### src/rtl/issue_classify_queue_pkg.sv
// Shared instruction type codes and class codes for the issue classify queue.
package issue_classify_queue_pkg;

    localparam int INST_TYPE_WIDTH = 6;
    localparam int CLASS_W         = 3;

    localparam int unsigned INST_LUI   = 1;
    localparam int unsigned INST_AUIPC = 2;
    localparam int unsigned INST_JAL   = 3;
    localparam int unsigned INST_JALR  = 4;
    localparam int unsigned INST_BEQ   = 5;
    localparam int unsigned INST_BNE   = 6;
    localparam int unsigned INST_BLT   = 7;
    localparam int unsigned INST_BGE   = 8;
    localparam int unsigned INST_BLTU  = 9;
    localparam int unsigned INST_BGEU  = 10;
    localparam int unsigned INST_LB    = 11;
    localparam int unsigned INST_LH    = 12;
    localparam int unsigned INST_LW    = 13;
    localparam int unsigned INST_LBU   = 14;
    localparam int unsigned INST_LHU   = 15;
    localparam int unsigned INST_SB    = 16;
    localparam int unsigned INST_SH    = 17;
    localparam int unsigned INST_SW    = 18;
    localparam int unsigned INST_ADDI  = 19;
    localparam int unsigned INST_SLTI  = 20;
    localparam int unsigned INST_SLTIU = 21;
    localparam int unsigned INST_XORI  = 22;
    localparam int unsigned INST_ORI   = 23;
    localparam int unsigned INST_ANDI  = 24;
    localparam int unsigned INST_SLLI  = 25;
    localparam int unsigned INST_SRLI  = 26;
    localparam int unsigned INST_SRAI  = 27;
    localparam int unsigned INST_ADD   = 28;
    localparam int unsigned INST_SUB   = 29;
    localparam int unsigned INST_SLL   = 30;
    localparam int unsigned INST_SLT   = 31;
    localparam int unsigned INST_SLTU  = 32;
    localparam int unsigned INST_XOR   = 33;
    localparam int unsigned INST_SRL   = 34;
    localparam int unsigned INST_SRA   = 35;
    localparam int unsigned INST_OR    = 36;
    localparam int unsigned INST_AND   = 37;

    typedef enum logic [CLASS_W-1:0] {
        CLS_CALC    = 3'd0,
        CLS_LOAD    = 3'd1,
        CLS_STORE   = 3'd2,
        CLS_BRANCH  = 3'd3,
        CLS_JUMP    = 3'd4,
        CLS_ILLEGAL = 3'd7
    } inst_class_e;

endpackage

### src/rtl/issue_classify_queue_decode.sv
// Purely combinational instruction type -> class code decoder.
module inst_class_decode
    import issue_classify_queue_pkg::*;
#(
    parameter int TYPE_W = INST_TYPE_WIDTH
) (
    input  logic [TYPE_W-1:0] type_i,
    output inst_class_e       class_o
);

    // NOTE: every path assigns class_o via the default, so no latch is inferred.
    always_comb begin
        class_o = CLS_ILLEGAL;
        case (32'(type_i))
            INST_LUI, INST_AUIPC, INST_ADD, INST_SUB, INST_SLL, INST_SLT, INST_SLTU,
            INST_XOR, INST_SRL, INST_SRA, INST_OR, INST_AND, INST_ADDI, INST_SLTI,
            INST_SLTIU, INST_XORI, INST_ORI, INST_ANDI, INST_SLLI, INST_SRLI,
            INST_SRAI:                                          class_o = CLS_CALC;
            INST_LB, INST_LH, INST_LW, INST_LBU, INST_LHU:      class_o = CLS_LOAD;
            INST_SB, INST_SH, INST_SW:                          class_o = CLS_STORE;
            INST_BEQ, INST_BNE, INST_BLT, INST_BGE, INST_BLTU,
            INST_BGEU:                                          class_o = CLS_BRANCH;
            INST_JAL, INST_JALR:                                class_o = CLS_JUMP;
            default:                                            class_o = CLS_ILLEGAL;
        endcase
    end

endmodule

### src/rtl/issue_classify_queue.sv
// In-order classify-and-dispatch queue between decoder and issue (RS / LSB).
// Optional per-class counters enabled by defining ISSUE_CLASSIFY_PERF_EN.
module issue_classify_queue
    import issue_classify_queue_pkg::*;
#(
    parameter int TYPE_W = INST_TYPE_WIDTH,
    parameter int TAG_W  = 4,
    parameter int DEPTH  = 4
`ifdef ISSUE_CLASSIFY_PERF_EN
    , parameter int CNT_W = 16
`endif
) (
    input  logic               clk,
    input  logic               rst,
    input  logic               flush,
    input  logic               in_valid,
    output logic               in_ready,
    input  logic [TYPE_W-1:0]  in_type,
    input  logic [31:0]        in_pc,
    input  logic [TAG_W-1:0]   in_tag,
    output logic               rs_valid,
    input  logic               rs_ready,
    output logic               lsb_valid,
    input  logic               lsb_ready,
    output logic [TYPE_W-1:0]  out_type,
    output logic [CLASS_W-1:0] out_class,
    output logic [31:0]        out_pc,
    output logic [TAG_W-1:0]   out_tag,
    output logic               illegal
`ifdef ISSUE_CLASSIFY_PERF_EN
    , output logic [CNT_W-1:0] perf_calc
    , output logic [CNT_W-1:0] perf_mem
    , output logic [CNT_W-1:0] perf_ctrl
    , output logic [CNT_W-1:0] perf_illegal
`endif
);

    localparam int PTR_W = $clog2(DEPTH);
    localparam logic [PTR_W:0] FULL_CNT = (PTR_W+1)'(DEPTH);

    logic [PTR_W:0]    count_q, count_d;
    logic [PTR_W-1:0]  rd_ptr_q, rd_ptr_d;
    logic [PTR_W-1:0]  wr_ptr_q, wr_ptr_d;

    logic [TYPE_W-1:0] type_q  [DEPTH];
    inst_class_e       class_q [DEPTH];
    logic [31:0]       pc_q    [DEPTH];
    logic [TAG_W-1:0]  tag_q   [DEPTH];

    inst_class_e enq_class;
    inst_class_e head_class;
    logic        not_empty, head_illegal, push, pop;

    inst_class_decode #(.TYPE_W(TYPE_W)) u_decode (
        .type_i  (in_type),
        .class_o (enq_class)
    );

    assign not_empty    = (count_q != '0);
    assign head_class   = class_q[rd_ptr_q];
    assign head_illegal = not_empty && (head_class == CLS_ILLEGAL);
    assign in_ready     = (count_q != FULL_CNT);
    assign push         = in_valid && in_ready;
    assign pop          = (rs_valid && rs_ready) || (lsb_valid && lsb_ready) || head_illegal;

    always_comb begin
        rs_valid  = not_empty && (head_class inside {CLS_CALC, CLS_BRANCH, CLS_JUMP});
        lsb_valid = not_empty && (head_class inside {CLS_LOAD, CLS_STORE});
        illegal   = head_illegal && !flush && !rst;
        out_type  = '0;
        out_class = '0;
        out_pc    = '0;
        out_tag   = '0;
        if (not_empty) begin
            out_type  = type_q[rd_ptr_q];
            out_class = head_class;
            out_pc    = pc_q[rd_ptr_q];
            out_tag   = tag_q[rd_ptr_q];
        end
    end

    always_comb begin
        count_d  = count_q;
        rd_ptr_d = rd_ptr_q;
        wr_ptr_d = wr_ptr_q;
        if (flush) begin
            count_d  = '0;
            rd_ptr_d = '0;
            wr_ptr_d = '0;
        end else begin
            if (push) wr_ptr_d = wr_ptr_q + 1'b1;
            if (pop)  rd_ptr_d = rd_ptr_q + 1'b1;
            case ({push, pop})
                2'b10:   count_d = count_q + 1'b1;
                2'b01:   count_d = count_q - 1'b1;
                default: count_d = count_q;
            endcase
        end
    end

    // NOTE: sequential state uses non-blocking assignments so every flop samples pre-edge values.
    always_ff @(posedge clk) begin
        if (rst) begin
            count_q  <= '0;
            rd_ptr_q <= '0;
            wr_ptr_q <= '0;
        end else begin
            count_q  <= count_d;
            rd_ptr_q <= rd_ptr_d;
            wr_ptr_q <= wr_ptr_d;
        end
    end

    // NOTE: payload storage is not reset; count_q alone decides which entries are live.
    always_ff @(posedge clk) begin
        if (push) begin
            type_q[wr_ptr_q]  <= in_type;
            class_q[wr_ptr_q] <= enq_class;
            pc_q[wr_ptr_q]    <= in_pc;
            tag_q[wr_ptr_q]   <= in_tag;
        end
    end

`ifdef ISSUE_CLASSIFY_PERF_EN
    logic [CNT_W-1:0] perf_calc_q, perf_calc_d, perf_mem_q, perf_mem_d;
    logic [CNT_W-1:0] perf_ctrl_q, perf_ctrl_d, perf_illegal_q, perf_illegal_d;
    logic             retire;

    // A pop cancelled by flush never happened, so it is not counted.
    assign retire = pop && !flush;

    always_comb begin
        perf_calc_d    = perf_calc_q;
        perf_mem_d     = perf_mem_q;
        perf_ctrl_d    = perf_ctrl_q;
        perf_illegal_d = perf_illegal_q;
        if (retire) begin
            case (head_class)
                CLS_CALC:             if (perf_calc_q != '1)    perf_calc_d    = perf_calc_q + 1'b1;
                CLS_LOAD, CLS_STORE:  if (perf_mem_q != '1)     perf_mem_d     = perf_mem_q + 1'b1;
                CLS_BRANCH, CLS_JUMP: if (perf_ctrl_q != '1)    perf_ctrl_d    = perf_ctrl_q + 1'b1;
                default:              if (perf_illegal_q != '1) perf_illegal_d = perf_illegal_q + 1'b1;
            endcase
        end
    end

    always_ff @(posedge clk) begin
        if (rst) begin
            perf_calc_q    <= '0;
            perf_mem_q     <= '0;
            perf_ctrl_q    <= '0;
            perf_illegal_q <= '0;
        end else begin
            perf_calc_q    <= perf_calc_d;
            perf_mem_q     <= perf_mem_d;
            perf_ctrl_q    <= perf_ctrl_d;
            perf_illegal_q <= perf_illegal_d;
        end
    end

    assign perf_calc    = perf_calc_q;
    assign perf_mem     = perf_mem_q;
    assign perf_ctrl    = perf_ctrl_q;
    assign perf_illegal = perf_illegal_q;
`endif

endmodule

### config.mk
export PLATFORM = sky130hd
export DESIGN_NAME = issue_classify_queue
export DESIGN_NICKNAME = d
export VERILOG_FILES = /design/src/rtl/issue_classify_queue_pkg.sv /design/src/rtl/issue_classify_queue_decode.sv /design/src/rtl/issue_classify_queue.sv
export SDC_FILE = /design/constraint.sdc
export NUM_CORES = 1
export LEC_CHECK = 0
export CORE_UTILIZATION = 25
export DETAILED_ROUTE_END_ITERATION = 6
export PLACE_DENSITY = 0.49
export SETUP_SLACK_MARGIN = 0.02
export SYNTH_ARGS = -nofsm -noshare
export SYNTH_HDL_FRONTEND = slang
export SYNTH_SLANG_ARGS = --single-unit
### constraint.sdc
create_clock -name clk -period 4.45 [get_ports clk]
set_clock_uncertainty 0.05 [all_clocks]
set_input_delay 0.445 -clock clk [delete_from_list [all_inputs] [get_ports clk]]
set_output_delay 0.445 -clock clk [all_outputs]
set_load 0.005 [all_outputs]
==> results of run 1 <==
## metrics by stage
step	hold slack [ns]	utilization (%)	cells
floorplan	0.396	-	376
global placement	0.425	30.6	845
detailed placement	0.423	30.6	845
CTS	0.440	32.4	877
global route	0.468	32.4	877
finish	0.446	32.4	877
## layout by cell type, fill, tap and decap left out, types with 4 or more instances in the layout
cell type	count
edfxtp_1	180
clkdlybuf4s50_1	96
and2_1	46
mux4_2	45
clkbuf_16	17
nor2_1	13
inv_1	9
a21oi_1	8
ha_1	8
nand2_1	7
dfxtp_1	7
buf_4	6
and3_2	4
clkinvlp_4	4
clkbuf_1	4
## area by class of cell
class                      count  area [um2]
fill                        2835       19700
sequential                   189        5590
multi-input combinational    161        1800
timing repair buffer         102        1010
tap                          384         480
clock buffer                  21         440
clock inverter                11        73.8
inverter                       9        33.8
## worst paths after layout
| kind | end | slack (ns) | start | cells after the start |
|---|---|---|---|---|
| max | out_pc[15] | 1.08 | flop | 4 |
| min | flop | 0.45 | rd_ptr_q[1]$_SDFFE_PP0P_ | 2 |
| max reg2reg | count_q[2]$_SDFFE_PP0P_ | 1.16 | flop | 10 |
| min reg2reg | flop | 0.45 | rd_ptr_q[1]$_SDFFE_PP0P_ | 2 |
## flip-flops by register name, summed over array words and instances (netlist names), named ones only
| name | flops |
|---|---|
| tag_q | 16 |
| wr_ptr_q | 2 |
| type_q | 24 |
| count_q | 3 |
| pc_q | 128 |
| rd_ptr_q | 2 |
| class_q | 12 |
## cell usage after synthesis (2+ instances only)
| master | n | area [um2] |
|---|---|---|
| a21oi_1 | 8 | 40.0 |
| and2_1 | 46 | 288 |
| and3_1 | 4 | 25.0 |
| buf_2 | 5 | 25.0 |
| clkbuf_1 | 11 | 41.3 |
| dfxtp_1 | 9 | 180 |
| edfxtp_1 | 180 | 5410 |
| ha_1 | 8 | 100 |
| inv_1 | 9 | 33.8 |
| mux2i_1 | 3 | 30.0 |
| mux4_2 | 45 | 1010 |
| nand2_1 | 7 | 26.3 |
| nor2_1 | 13 | 48.8 |
| nor3_1 | 3 | 15.0 |
| o21ai_0 | 3 | 15.0 |
| or3_1 | 4 | 25.0 |
| xnor2_1 | 2 | 17.5 |
| xor2_1 | 2 | 17.5 |
## worst max-delay path: stages (launching register included)
cell	delay [ns]
dfxtp_4	0.53
buf_4	0.66
mux4_2	0.60
and2_1	0.19
clkdlybuf4s50_1	0.44
## routing by layer
metal  share of wire, %  vias up
li1                   -     1695
met1                 44     1933
met2                 51       83
met3                4.0       14
met4                1.1        0
met5                  0        -
## power by group
part	switching, mW	leakage, nW	internal [mW]	total (mW)
sequential	0.0133	1.73	2.00	2.01
combinational	0.135	0.957	0.160	0.295
clock	0.642	0.239	0.713	1.35
total	0.790	2.92	2.87	3.66
## logic make-up (layout without fill, tap and decap cells)
group | count (synthesis) | count (layout) | synth area share [%]
compound gates | 18 | 18 | 1.64
buf+inv | 26 | 143 | 1.49
fa+ha+maj | 9 | 9 | 1.60
simple gates | 81 | 81 | 6.12
flops | 189 | 189 | 74.6
xor+xnor | 4 | 4 | 0.468
mux | 49 | 49 | 14.1
==> impl_metrics.tcl, run 1 <==
set metrics [dict create \
    run_status "completed" \
    max_freq_ghz 0.297 \
    start_kind "flop" \
    clk_path_buf_depth 2 \
    post-route-min-period_ns 3.37 \
    clock-sinks 189 \
    grt_pass1_vias 4123 \
    dp_slack_ns 1.17 \
    start_util_pct 25.7 \
    die_x_um 175 \
    cts_hold_buf 0 \
    yosys_warnings 0 \
    grt_max_degree 48 \
    grtUsageMet3_pct 2.94 \
    diodes 0 \
    drt_iter0_markers 240 \
    ys_seq_area_share_pct 74.6 \
    place_congestion 0.690 \
    via_per_inst 4.25 \
    antenna_left 0 \
    synth-seq-cells 189 \
    cp-end-kind "output pin" \
    fp-row-count 62 \
    antenna_found_initial 0 \
    grt_use_met1_pct 13.4 \
    cts_tree "built" \
    wl_mm 15.8 \
    post-route-period-util_pct 75.7 \
    synthToLayoutAreaGrowth_pct 25.8 \
    finalPower_mw 3.66 \
    slew_violations 0 \
    grt_use_met2_pct 18.7 \
    postCtsSetupRepairBufs 0 \
    final-hold-violation-count 0 \
    cap_violations 0 \
    path_clk_slew_ns 0.07 \
    cts_resized 0 \
    required_ns 3.95 \
    postSynthAreaPerCell_um2 19.9 \
    leakage_nw 2.92 \
    p_per_area_nw_per_um2 389 \
    grt_overflow 0 \
    slew_headroom_pct 34.8 \
    cts-htree-levels 4 \
    cts-root-buf "clkbuf_16" \
    worst_slew_pin_slew_ns 0.978 \
    ir_drop_mv 0.173 \
    finalNetCount 537 \
    syn-cell-area_um2 7490 \
    io_pins 97 \
    synthCells 376 \
    die_h_um 175 \
    vias 3725 \
    hpwl_mm 9.46 \
    cp.arrival_ns 2.87 \
    drive_above_1_share_pct 17.8 \
    crit_fanout 33 \
    drc_errors 0 \
    postSynth.asyncResetShare_pct 0 \
    grt_pass1_wl_mm 24.4 \
    synth_ff_type "edfxtp_1" \
    wl_per_cell_um 18.0 \
    fin_setup_tns_ns 0 \
    clk_latency_ns 0.42 \
    synth_edf_count 180 \
    rsz0062_at_grt "false" \
    grt_usage_pct 11.0 \
    synth_cell_type_count 32 \
    hp-class "reg -> reg" \
    setup_slack_ns 1.08 \
    grt-busiest-layer "met2" \
    setup_viol 0 \
    die_area_um2 30600 \
    final_cell_area_um2 9420 \
    crit_type "reg -> out" \
    drtPass1Iterations 4 \
    post_dp_cell_area_um2 8910 \
    syn_nets 433 \
    io_buffer_count 96 \
    cts_made_buffers 17 \
    core_um2 29100 \
]
No activity file was read; power rests on OpenSTA's default activity.
==> inputs of run 2 (changes only) <==
--- a/config.mk
+++ b/config.mk
@@ -7,7 +7,7 @@
 export LEC_CHECK = 0
 export CORE_UTILIZATION = 25
 export DETAILED_ROUTE_END_ITERATION = 6
-export PLACE_DENSITY = 0.49
+export PLACE_DENSITY = 0.51
 export SETUP_SLACK_MARGIN = 0.02
 export SYNTH_ARGS = -nofsm -noshare
 export SYNTH_HDL_FRONTEND = slang
==> constraint.sdc (replaced) <==
create_clock -name clk -period 3 [get_ports clk]
set_clock_uncertainty 0.05 [all_clocks]
set_input_delay 0.3 -clock clk [delete_from_list [all_inputs] [get_ports clk]]
set_output_delay 0.3 -clock clk [all_outputs]
set_load 0.005 [all_outputs]
==> impl_metrics.tcl, run 2 (synthesized netlist as in run 1, its figures left out) <==
set metrics [dict create \
    stdcell_count 890 \
    drc_errors 0 \
    fp-row-count 62 \
    final_common_cell "edfxtp_1" \
    clock-sinks 189 \
    max_freq_ghz 0.346 \
    start_kind "flop" \
    antenna_found_initial 1 \
    run_status "completed" \
    crit_type "reg -> reg" \
    grt_pass1_wl_mm 24.8 \
    die_area_um2 30600 \
    cts-htree-levels 4 \
    cts_hold_buf 0 \
    slew_headroom_pct 56.8 \
    drt_iter0_markers 159 \
    internal-power_mw 4.49 \
    critPathBufInv 1 \
    die_x_um 175 \
    synthToLayoutAreaGrowth_pct 29.5 \
    p_per_area_nw_per_um2 594 \
    cp.arrival_ns 3.20 \
    grt_max_degree 46 \
    place_congestion 0.675 \
    leakage_nw 3.06 \
    diodes 0 \
    post-route-period-util_pct 96.4 \
    drive_above_1_share_pct 21.5 \
    rsz0062_at_grt "true" \
    clk_path_buf_depth 2 \
    slew_violations 0 \
    cts_made_buffers 17 \
    hpwl_mm 9.58 \
    required_ns 3.31 \
    wl_per_cell_um 18.2 \
    antenna_left 0 \
    grt_usage_pct 11.1 \
    largest_reg_flops 128 \
    combPwrFrac_pct 8.3 \
    path_clk_slew_ns 0.07 \
    p_switching_mw 1.27 \
    cpPeakStageDelay_ns 0.55 \
    clockPowerShare_pct 40.0 \
    drtPass1Iterations 4 \
    cap_violations 0 \
    worst_slew_pin_slew_ns 0.648 \
    cts-root-buf "clkbuf_16" \
    setup_viol 0 \
    wl_mm 16.2 \
    crit_fanout 5 \
    start_util_pct 25.7 \
    grt_overflow 0 \
    p_seq_share_pct 51.7 \
    p_sw_share_pct 22.1 \
    grt_pass1_vias 4250 \
    fin_setup_tns_ns 0 \
    io_buffer_count 96 \
    top_regs "pc_q x128, type_q x24, tag_q x16" \
    finalPower_mw 5.76 \
    io_pins 97 \
    clk_latency_ns 0.42 \
    finalNetCount 550 \
    cpLargestDelayFamily "simple AND/OR/NAND/NOR gates" \
    ir_drop_mv 0.347 \
    via_per_inst 4.34 \
    final-hold-violation-count 0 \
    placed_cells 856 \
    cts_tree "built" \
    top_register "pc_q" \
    hp-class "reg -> reg" \
    crit_chain "mux4_2, xnor2_2, or3b_4, a21oi_4, ha_4, inv_1, fa_2, xor2_1, or3_1, a21oi_1" \
    critPathSlowestCell "mux4_2" \
    vias 3860 \
    die_h_um 175 \
    final_cell_mix "180 x edfxtp_1, 96 x clkdlybuf4s50_1, 46 x and2_1" \
    post-route-min-period_ns 2.89 \
    core_um2 29100 \
    cp-end-kind "flop" \
]
-- run 2: power by group through the flow --
stage / logic [mW] / registers, mW / clock network [mW]
6_report: 0.478 / 2.98 / 2.30
3_3_place_gp: 0.474 / 3.03 / 0
4_1_cts: 0.486 / 2.98 / 2.39
3_5_place_dp: 0.483 / 3.04 / 0
2_1_floorplan: 0.208 / 3.04 / 0
5_1_grt: 0.524 / 2.98 / 2.49
-- run 2: what timing repair did --
action | 4_1_cts | 5_1_grt
endpoints found under the setup margin | 0 | 14
buffers inserted | 0 | 2
resized for setup | 0 | 2
-- run 2: layer usage --
metal  global-route usage (%)  wire [um]  vias up
met3                     3.52        682       16
li1                         -          -     1720
met4                     3.44        216        2
met1                     13.2       7010     2033
met2                     19.1       8250       89
met5                        0         13        -
-- run 2: final timing paths --
kind,from,end,slack [ns],cells past startpoint
setup / recovery,flop,count_q[2]$_SDFFE_PP0P_,0.11,10
hold / removal,rd_ptr_q[1]$_SDFFE_PP0P_,flop,0.43,2
setup reg to reg,flop,count_q[2]$_SDFFE_PP0P_,0.11,10
hold reg to reg,rd_ptr_q[1]$_SDFFE_PP0P_,flop,0.43,2
-- run 2: layout make-up --
cell class / instances / area [um2]
Fill cell: 2780 / 19400
Sequential cell: 189 / 5590
Multi-Input combinational cell: 161 / 1820
Timing Repair Buffer: 115 / 1170
Tap cell: 384 / 480
Clock buffer: 17 / 425
Clock inverter: 15 / 178
Inverter: 9 / 33.8
-- run 2: through the flow --
| step | setup WS [ns] | hold WS, ns | utilization [%] | area (um2) |
|---|---|---|---|---|
| floorplan | 0.0168 | 0.349 | - | 7500 |
| global placement | 0.0728 | 0.419 | 31.2 | 9060 |
| detailed placement | 0.0595 | 0.417 | 31.2 | 9060 |
| CTS | 0.0312 | 0.429 | 33.2 | 9670 |
| global route | 0.00672 | 0.437 | 33.3 | 9700 |
| finish | 0.107 | 0.434 | 33.3 | 9700 |
-- run 2: tightest hold or removal path, stage by stage (launching register included) --
cell	delay (ns)
dfxtp_1	0.31
nand2_1	0.05
mux2i_1	0.07
